**config.mk**
```make
export PLATFORM = sky130hd
export DESIGN_NAME = hall_speed_meter
export DESIGN_NICKNAME = d
export VERILOG_FILES = /design/src/rtl/bldc_pkg.sv /design/src/rtl/hall_sync_edge.sv /design/src/rtl/hall_speed_meter.sv
export SDC_FILE = /design/constraint.sdc
export NUM_CORES = 1
export LEC_CHECK = 0
export ABC_AREA = 0
export BUFFER_PORTS_ARGS = -buffer_cell sky130_fd_sc_hd__buf_4
export CORE_UTILIZATION = 45
export CTS_BUF_LIST = sky130_fd_sc_hd__clkbuf_8
export DETAILED_ROUTE_END_ITERATION = 6
export GPL_TIMING_DRIVEN = 1
export PLACE_DENSITY_LB_ADDON = 0.2
export SYNTH_ARGS = -nofsm -noshare
export SYNTH_HDL_FRONTEND = slang
export SYNTH_SLANG_ARGS = --single-unit
export TNS_END_PERCENT = 10
```
**constraint.sdc**
```tcl
create_clock -name CLK -period 2.8 [get_ports CLK]
set_clock_uncertainty 0.2 [all_clocks]
set_input_delay 0.42 -clock CLK [delete_from_list [all_inputs] [get_ports CLK]]
set_output_delay 0.42 -clock CLK [all_outputs]
set_load 0.02 [all_outputs]
```
**src/rtl/bldc_pkg.sv**
```systemverilog
// Shared BLDC definitions: Hall code constants, 6-step sequence helpers and
// the speed word width shared with the downstream subtractor.
package bldc_pkg;

  localparam int SPD_W = 9;

  typedef logic [2:0] hall_t;

  localparam hall_t H_101 = 3'b101;
  localparam hall_t H_100 = 3'b100;
  localparam hall_t H_110 = 3'b110;
  localparam hall_t H_010 = 3'b010;
  localparam hall_t H_011 = 3'b011;
  localparam hall_t H_001 = 3'b001;

  // Forward order: 101 -> 100 -> 110 -> 010 -> 011 -> 001 -> 101.
  // Illegal inputs map to 000, which can never match a legal code.
  function automatic hall_t hall_next_fwd(input hall_t code);
    hall_t nxt;
    case (code)
      H_101:   nxt = H_100;
      H_100:   nxt = H_110;
      H_110:   nxt = H_010;
      H_010:   nxt = H_011;
      H_011:   nxt = H_001;
      H_001:   nxt = H_101;
      default: nxt = 3'b000;
    endcase
    return nxt;
  endfunction

  function automatic hall_t hall_next_rev(input hall_t code);
    hall_t nxt;
    case (code)
      H_101:   nxt = H_001;
      H_001:   nxt = H_011;
      H_011:   nxt = H_010;
      H_010:   nxt = H_110;
      H_110:   nxt = H_100;
      H_100:   nxt = H_101;
      default: nxt = 3'b000;
    endcase
    return nxt;
  endfunction

  function automatic logic hall_legal(input hall_t code);
    return (code != 3'b000) && (code != 3'b111);
  endfunction

endpackage

```
**src/rtl/hall_sync_edge.sv**
```systemverilog
// Hall input synchroniser, previous-code register and transition classifier.
// Outputs are single-cycle flags for the transition seen in the current cycle.
module hall_sync_edge
  import bldc_pkg::*;
(
  input  logic  clk,
  input  logic  rst_n,
  input  logic  en,
  input  hall_t hall,
  output logic  edge_fwd,
  output logic  edge_rev,
  output logic  bad_code,
  output logic  bad_jump
);

  hall_t sync1_reg;
  hall_t sync2_reg;
  hall_t prev_reg;
  logic  primed_reg;

  // Pure data path; no reset needed on the synchroniser flops.
  always_ff @(posedge clk) begin
    sync1_reg <= hall;
    sync2_reg <= sync1_reg;
  end

  always_ff @(posedge clk) begin
    if (!rst_n) begin
      prev_reg   <= '0;
      primed_reg <= 1'b0;
    end else if (!en) begin
      primed_reg <= 1'b0;
    end else begin
      prev_reg   <= sync2_reg;
      primed_reg <= 1'b1;
    end
  end

  // A step away from an illegal previous code is neither counted nor flagged.
  always_comb begin
    edge_fwd = 1'b0;
    edge_rev = 1'b0;
    bad_code = 1'b0;
    bad_jump = 1'b0;
    if (en && primed_reg && (sync2_reg != prev_reg)) begin
      if (!hall_legal(sync2_reg)) begin
        bad_code = 1'b1;
      end else if (hall_legal(prev_reg)) begin
        if (sync2_reg == hall_next_fwd(prev_reg)) begin
          edge_fwd = 1'b1;
        end else if (sync2_reg == hall_next_rev(prev_reg)) begin
          edge_rev = 1'b1;
        end else begin
          bad_jump = 1'b1;
        end
      end
    end
  end

endmodule

```
**src/rtl/hall_speed_meter.sv**
```systemverilog
// Hall-sensor speed meter: counts valid commutation steps per gate window and
// presents a saturated speed word, direction and sticky fault flag.
module hall_speed_meter #(
  parameter int GATE_CYCLES = 50000,
  parameter int SPD_W       = bldc_pkg::SPD_W
) (
  input  logic                CLK,
  input  logic                RST_N,
  input  logic                EN,
  input  bldc_pkg::hall_t     HALL,
  output logic [SPD_W-1:0]    SPEED,
  output logic                SPEED_VALID,
  output logic                DIR,
  output logic                SAT,
  output logic                HALL_FAULT
);

  localparam int GW = $clog2(GATE_CYCLES);
  localparam int EW = SPD_W + 1;
  localparam logic [GW-1:0] GATE_LAST = GW'(GATE_CYCLES - 1);
  localparam logic [EW-1:0] ECNT_MAX  = '1;
  localparam logic [EW:0]   SPD_MAX   = (EW + 1)'((1 << SPD_W) - 1);

  logic edge_fwd;
  logic edge_rev;
  logic bad_code;
  logic bad_jump;

  hall_sync_edge u_sync_edge (
    .clk      (CLK),
    .rst_n    (RST_N),
    .en       (EN),
    .hall     (HALL),
    .edge_fwd (edge_fwd),
    .edge_rev (edge_rev),
    .bad_code (bad_code),
    .bad_jump (bad_jump)
  );

  logic [GW-1:0]    gate_reg;
  logic [EW-1:0]    edge_cnt_reg;
  logic [EW-1:0]    edge_cnt_next;
  logic [SPD_W-1:0] speed_reg;
  logic             valid_reg;
  logic             dir_reg;
  logic             sat_reg;
  logic             fault_reg;
  logic             edge_now;
  logic             terminal;
  logic [EW:0]      total;

  // total includes a step landing on the terminal cycle, so it closes with its window.
  always_comb begin
    edge_now      = edge_fwd | edge_rev;
    terminal      = (gate_reg == GATE_LAST);
    total         = {1'b0, edge_cnt_reg} + (EW + 1)'(edge_now);
    edge_cnt_next = (edge_cnt_reg == ECNT_MAX) ? edge_cnt_reg : total[EW-1:0];
  end

  always_ff @(posedge CLK) begin
    if (!RST_N) begin
      gate_reg     <= '0;
      edge_cnt_reg <= '0;
      speed_reg    <= '0;
      valid_reg    <= 1'b0;
      dir_reg      <= 1'b1;
      sat_reg      <= 1'b0;
      fault_reg    <= 1'b0;
    end else if (!EN) begin
      gate_reg     <= '0;
      edge_cnt_reg <= '0;
      valid_reg    <= 1'b0;
      fault_reg    <= 1'b0;
    end else begin
      fault_reg <= fault_reg | bad_code | bad_jump;
      if (edge_fwd) begin
        dir_reg <= 1'b1;
      end else if (edge_rev) begin
        dir_reg <= 1'b0;
      end
      if (terminal) begin
        gate_reg     <= '0;
        edge_cnt_reg <= '0;
        valid_reg    <= 1'b1;
        if (total > SPD_MAX) begin
          speed_reg <= '1;
          sat_reg   <= 1'b1;
        end else begin
          speed_reg <= total[SPD_W-1:0];
          sat_reg   <= 1'b0;
        end
      end else begin
        gate_reg     <= gate_reg + GW'(1);
        edge_cnt_reg <= edge_cnt_next;
        valid_reg    <= 1'b0;
      end
    end
  end

  assign SPEED       = speed_reg;
  assign SPEED_VALID = valid_reg;
  assign DIR         = dir_reg;
  assign SAT         = sat_reg;
  assign HALL_FAULT  = fault_reg;

endmodule
```
Word-level counts from Yosys, hierarchy flattened

Cells that the tools add are included.

Output and inout bits: 13
Bits of input ports: 6
Bits in registers: 49

Reductions and logical operators: 11
Equal/unequal tests: 13
Bitwise operators: 5
$add $sub $neg: 2
Magnitude comparators: 1
Muxes and demuxes: 31

Operators with widths:

| operator                                            | number |
|---|---|
| case mux 3 bit (6 select lines)                     | 2 |
| two-way mux 1 bit                                   | 21 |
| two-way mux 3 bit                                   | 7 |
| adder 16 x 1 -> 16 bit, second input constant       | 1 |
| equality test 16 bit, second input constant         | 1 |
| adder 10 x 1 -> 11 bit                              | 1 |
| > comparator 11 x 9 -> 1 bit, second input constant | 1 |
| equality test 10 bit, second input constant         | 1 |
| equality test 3 bit, second input constant          | 3 |
| two-way mux 9 bit                                   | 1 |
| equality test 3 x 2 -> 1 bit, second input constant | 2 |
| equality test 3 bit                                 | 2 |
| inequality test 3 bit, second input constant        | 2 |
| AND reduction 2 bit                                 | 3 |
| nonzero test 3 bit                                  | 2 |
| logical AND 1 bit                                   | 4 |
| equality test 3 x 1 -> 1 bit, second input constant | 1 |
| inequality test 3 bit                               | 1 |
| bitwise OR 1 bit                                    | 3 |
| OR reduction 3 bit                                  | 1 |
| NOT 1 bit                                           | 2 |
| nonzero test 2 bit                                  | 1 |

Longest topological paths before layout

Word-level depth: 20
Depth in mapped cells: 11
Mapped depth without buffers: 10

By module

A second synthesis with hierarchy kept.

Cells, all modules: 242
Area, all modules: 2,299.7 um2

Modules (own cells, without submodules):

| module           | area each (um2) | cells an instance | instances |
|---|---|---|---|
| hall_speed_meter | 1,721.7         | 185               | 1 |
| hall_sync_edge   | 578.1           | 57                | 1 |

Worst setup path before layout

OpenSTA, ideal clock, no wires.

Kind: register to register
Start point: reg u_sync_edge.prev_reg[1]
End point: reg speed_reg[2] (netlist: SPEED[2])
Data required time: 2.453 ns
Library setup time: 0.147 ns
Buffers on the path: 1
Slack: 0.041 ns
Arrival time: 2.412 ns
Stages on the path, launching flop included: 12
Cell sequence: dfxtp_1 -> clkbuf_1 -> xor2_1 -> o311ai_1 -> nor2_1 -> nand3_1 -> inv_1 -> ha_1 -> ha_1 -> nand2b_1 -> mux2i_1 -> a31oi_1

Cells in the longest elaborated chain, start to end: 16

RTL lines:

| element                                     | line                           | text |
|---|---|---|
| from (decl)                                 | hall_sync_edge.sv:18           | `hall_t prev_reg;` |
| from (signal assigned)                      | hall_sync_edge.sv:34           | `prev_reg <= sync2_reg;` |
| equality test 3 bit (tied with other cells) | bldc_pkg.sv:20, bldc_pkg.sv:34 |  |
| case mux 3 bit (6 select lines)             | bldc_pkg.sv:34                 | `case (code)` |
| two-way mux 3 bit                           | hall_sync_edge.sv:49           | `if (sync2_reg == hall_next_fwd(prev_reg)) begin` |
| two-way mux 3 bit                           | hall_sync_edge.sv:48           | `end else if (hall_legal(prev_reg)) begin` |
| two-way mux 3 bit                           | hall_sync_edge.sv:46           | `if (!hall_legal(sync2_reg)) begin` |
| two-way mux 3 bit                           | hall_sync_edge.sv:45           | `if (en && primed_reg && (sync2_reg != prev_reg)) begin` |
| equality test 3 bit                         | hall_sync_edge.sv:51           | `end else if (sync2_reg == hall_next_rev(prev_reg)) begin` |
| two-way mux 1 bit                           | hall_sync_edge.sv:51           |  |
| two-way mux 1 bit                           | hall_sync_edge.sv:49           |  |
| two-way mux 1 bit                           | hall_sync_edge.sv:48           |  |
| two-way mux 1 bit                           | hall_sync_edge.sv:46           |  |
| two-way mux 1 bit                           | hall_sync_edge.sv:45           |  |
| bitwise OR 1 bit (*)                        | hall_speed_meter.sv:54         | `edge_now = edge_fwd \| edge_rev;` |
| adder 10 x 1 -> 11 bit (*)                  | hall_speed_meter.sv:56         | `total = {1'b0, edge_cnt_reg} + (EW + 1)'(edge_now);` |
| > comparator 11 x 9 -> 1 bit                | hall_speed_meter.sv:85         | `if (total > SPD_MAX) begin` |
| two-way mux 9 bit (*)                       | hall_speed_meter.sv:85         |  |
| to (signal assigned)                        | hall_speed_meter.sv:89         | `speed_reg <= total[SPD_W-1:0];` |
| to (decl)                                   | hall_speed_meter.sv:43         | `logic [SPD_W-1:0] speed_reg;` |

Mark *: on every way between the ends. The rest lies on a longest branch, timed or not. The select of a mux whose other input is x is not followed.
A chain may end at the register's enable or synchronous reset.

Final worst setup path

Start point: reg u_sync_edge.sync2_reg[0]
End point: reg speed_reg[7] (netlist: SPEED[7])

Cells in the longest elaborated chain, start to end: 10

RTL lines:

| element                      | line                   | text |
|---|---|---|
| from (decl)                  | hall_sync_edge.sv:17   | `hall_t sync2_reg;` |
| from (signal assigned)       | hall_sync_edge.sv:24   | `sync2_reg <= sync1_reg;` |
| equality test 3 bit          | hall_sync_edge.sv:51   |  |
| two-way mux 1 bit            | hall_sync_edge.sv:51   |  |
| two-way mux 1 bit            | hall_sync_edge.sv:49   |  |
| two-way mux 1 bit            | hall_sync_edge.sv:48   |  |
| two-way mux 1 bit            | hall_sync_edge.sv:46   |  |
| two-way mux 1 bit            | hall_sync_edge.sv:45   |  |
| bitwise OR 1 bit (*)         | hall_speed_meter.sv:54 |  |
| adder 10 x 1 -> 11 bit (*)   | hall_speed_meter.sv:56 |  |
| > comparator 11 x 9 -> 1 bit | hall_speed_meter.sv:85 |  |
| two-way mux 9 bit (*)        | hall_speed_meter.sv:85 |  |

Mark *: on every way between the ends. The rest lies on a longest branch, timed or not.

==> flow_summary.yaml <==
outcome:
  status: "completed"
critical_path:
  critical_path_class: "register to register"
  cp.arrival_ns: 2.56
  path_max_fanout: 12
  startpoint_type: "register"
  crit_required_ns: 2.79
  crit_path_end_kind: "register"
timing:
  period_needed_ns: 2.58
  rsz0062_at_grt: "no"
  worstMarginPinSlew_ns: 0.416
  fmax_mhz: 388
  hold_viol_final: 0
  tns_ns: 0
  report.final.slew_viol_count: 0
  slew_headroom_pct: 72.0
  final.setup.worst_slack_ns: 0.222
  post-route-period-util_pct: 92.1
  setup_viol: 0
floorplanning:
  core_area_um2: 4410
  initial_utilization_pct: 47.2
  dieArea_um2: 4900
  rows: 24
  ios: 19
  fp.dieH_um: 70.0
  die_w_um: 70.0
cts:
  cts.sinks: 49
  h-tree-depth: 2
  cts_setup_buffers: 0
  clock_latency_ns: 0.30
  cts_max_path_buffers: 2
  path_clk_slew_ns: 0.10
  cts_root_buffer: "clkbuf_8"
  cts_buffers: 5
  tritoncts: "done"
layout:
  stdcell_count: 301
  nets: 257
  largest_reg_flops: 16
  final_cell_area_um2: 2420
  fill_cells: 405
  syn_to_final_growth_pct: 16.0
  drive_gt1_share_pct: 16.1
  num_antenna_cells: 0
power:
  p_leak_nw: 0.920
  p_per_area_nw_per_um2: 535
  peakVddDrop_mv: 0.277
logic_synthesis:
  syn_nets: 237
  yosys_warnings: 0
  synth_xor_area_share_pct: 11.4
  synth_top_family_by_area: "simple AND/OR/NAND/NOR gates"
  syn_area_um2: 2080
  synth_top_area_share_pct: 47.1
  synth-compound-area-share_pct: 10.9
  synth_top_area_cell: "dfxtp_1"
  synth_area_leaders: "dfxtp_1 (47%), xor2_1 (7.6%), nor2_1 (4.7%)"
  synthSimpleGateAreaFrac_pct: 22.6
  synthCells: 228
  synth_cell_types: 33
  avgSynthCellArea_um2: 9.13
  synthAdderAreaFrac_pct: 1.80
  ys_seq_elements: 49
  yosysSeqAreaShare_pct: 47.1
  synthMuxAreaShare_pct: 1.92
run:
  cap_violations: 0
grt:
  grt_pass1_vias: 1421
  antenna_found_initial: 0
  grt_pass1_wl_um: 6240
  grt_overflow_total: 0
  grt_max_degree: 21
  grtUsageTotal_pct: 16.0
route:
  remaining_drc_errors: 0
  wirelength_um: 3660
  wl_per_cell_um: 12.2
  initialDrtViolationCount: 82
  vias_per_cell: 5.27
  num_vias: 1585
  ant_nets: 0
  firstDrtPassIters: 4
min_path:
  hp-class: "register to register"
place:
  place_area_um2: 2250
  dp.cells: 290
  pre_cts_ws_ns: 0.169
  dp_hpwl_um: 2450
  place.gp.congestion: 0.791
  port_buffers: 18
[cell families after synthesis]
logic type	Yosys count
buffers and inverters	19
flip-flops	49
XOR/XNOR	27
multiplexers	4
AO/OA/AOI/OAI	39
adder cells (fa/ha/maj)	3
AND/OR/NAND/NOR	87
[metal layers]
metal / part of all wire (%) / track usage, %
met1: 50 / 21.2
met2: 46 / 24.1
met3: 2.7 / 3.46
met4: 1.5 / 8.89
met5: 0 / 0
[Yosys cell counts]
master and number:
inv_1 6, and4_1 2, buf_2 3, a21bo_1 1
xnor2_1 9, or4b_1 2, buf_4 2, or3_1 1
nand4_1 3, a221o_1 1, a31oi_1 9, nand2_1 10
buf_6 1, o21ai_1 12, a21oi_1 10, nand3_1 16
o22ai_1 1, o21ai_0 3, mux2i_1 4, xor2_1 18
nand2b_1 3, nor4bb_1 6, ha_1 3, nand4b_1 1
clkbuf_1 7, o32a_1 1, nor2_1 26, o311ai_1 1
dfxtp_1 49, and3_1 6, nor4_2 1, nor3_1 6
and2_1 4
[cell usage in the layout (no fill, tap or decap), types with 3 or more instances in the layout]
cell	count
xnor2_1	9
o21ai_0	3
a21oi_1	10
nor2_1	26
nand3_1	16
dfxtp_1	44
nor4bb_1	5
o21ai_1	12
inv_1	6
nand2b_1	3
nand4_1	3
clkbuf_8	5
a31oi_1	9
buf_4	23
xor2_1	18
dlygate4sd3_1	3
nor3_1	6
and2_1	4
dfxtp_2	5
nand2_1	10
mux2i_1	4
and3_1	6
[cell type report]
cell class,count,area (µm²),share of cell area [%]
multi-input combinational,160,1020,42.3
sequential,49,987,40.9
clock inverter,3,47.5,1.97
inverter,6,22.5,0.932
clock buffer,5,68.8,2.85
tap,52,65.1,2.69
timing repair buffer,26,203,8.39
[per-stage QoR]
stage	utilization, %	hold WS [ns]	total power, W
2_1_floorplan	-	0.110	0.000776
4_1_cts	53.7	0.00597	0.00131
3_5_place_dp	51.0	0.112	0.000790
6_report	54.7	0.131	0.00129
3_3_place_gp	51.0	0.111	0.000790
5_1_grt	54.7	0.141	0.00135
[what timing repair did]
item,4_1_cts,5_1_grt
gates resized for setup,0,8
hold endpoints to repair,0,3
hold buffers,0,3
endpoints found under the setup margin,0,13
[critical path, cell delays in order, from the launching register on]
cell     delay (ns)
dfxtp_2        0.39
nor3_1         0.35
a21bo_1        0.26
nand4_1        0.11
nand3_1        0.11
inv_1          0.08
ha_2           0.22
and3_1         0.17
nand3_1        0.13
mux2i_1        0.17
buf_4          0.19
a31oi_1        0.09
[final timing paths]
check / start / endpoint / slack, ns / cells past startpoint
max reg2reg: u_sync_edge.sync2_reg[0]$_DFF_P_ / SPEED[7]$_SDFFE_PN0P_ / 0.22 / 11
min reg2reg: u_sync_edge.sync1_reg[1]$_DFF_P_ / u_sync_edge.sync2_reg[1]$_DFF_P_ / 0.13 / 0
max: u_sync_edge.sync2_reg[0]$_DFF_P_ / SPEED[7]$_SDFFE_PN0P_ / 0.22 / 11
min: u_sync_edge.sync1_reg[1]$_DFF_P_ / u_sync_edge.sync2_reg[1]$_DFF_P_ / 0.13 / 0
[power breakdown]
| group | switching [W] | leakage, nW | total [W] | internal, W |
|---|---|---|---|---|
| clock | 0.000242 | 0.0591 | 0.000514 | 0.000273 |
| sequential | 0.0000151 | 0.399 | 0.000722 | 0.000707 |
| combinational | 0.0000276 | 0.461 | 0.0000570 | 0.0000293 |
No activity file was read; power rests on OpenSTA's default activity.
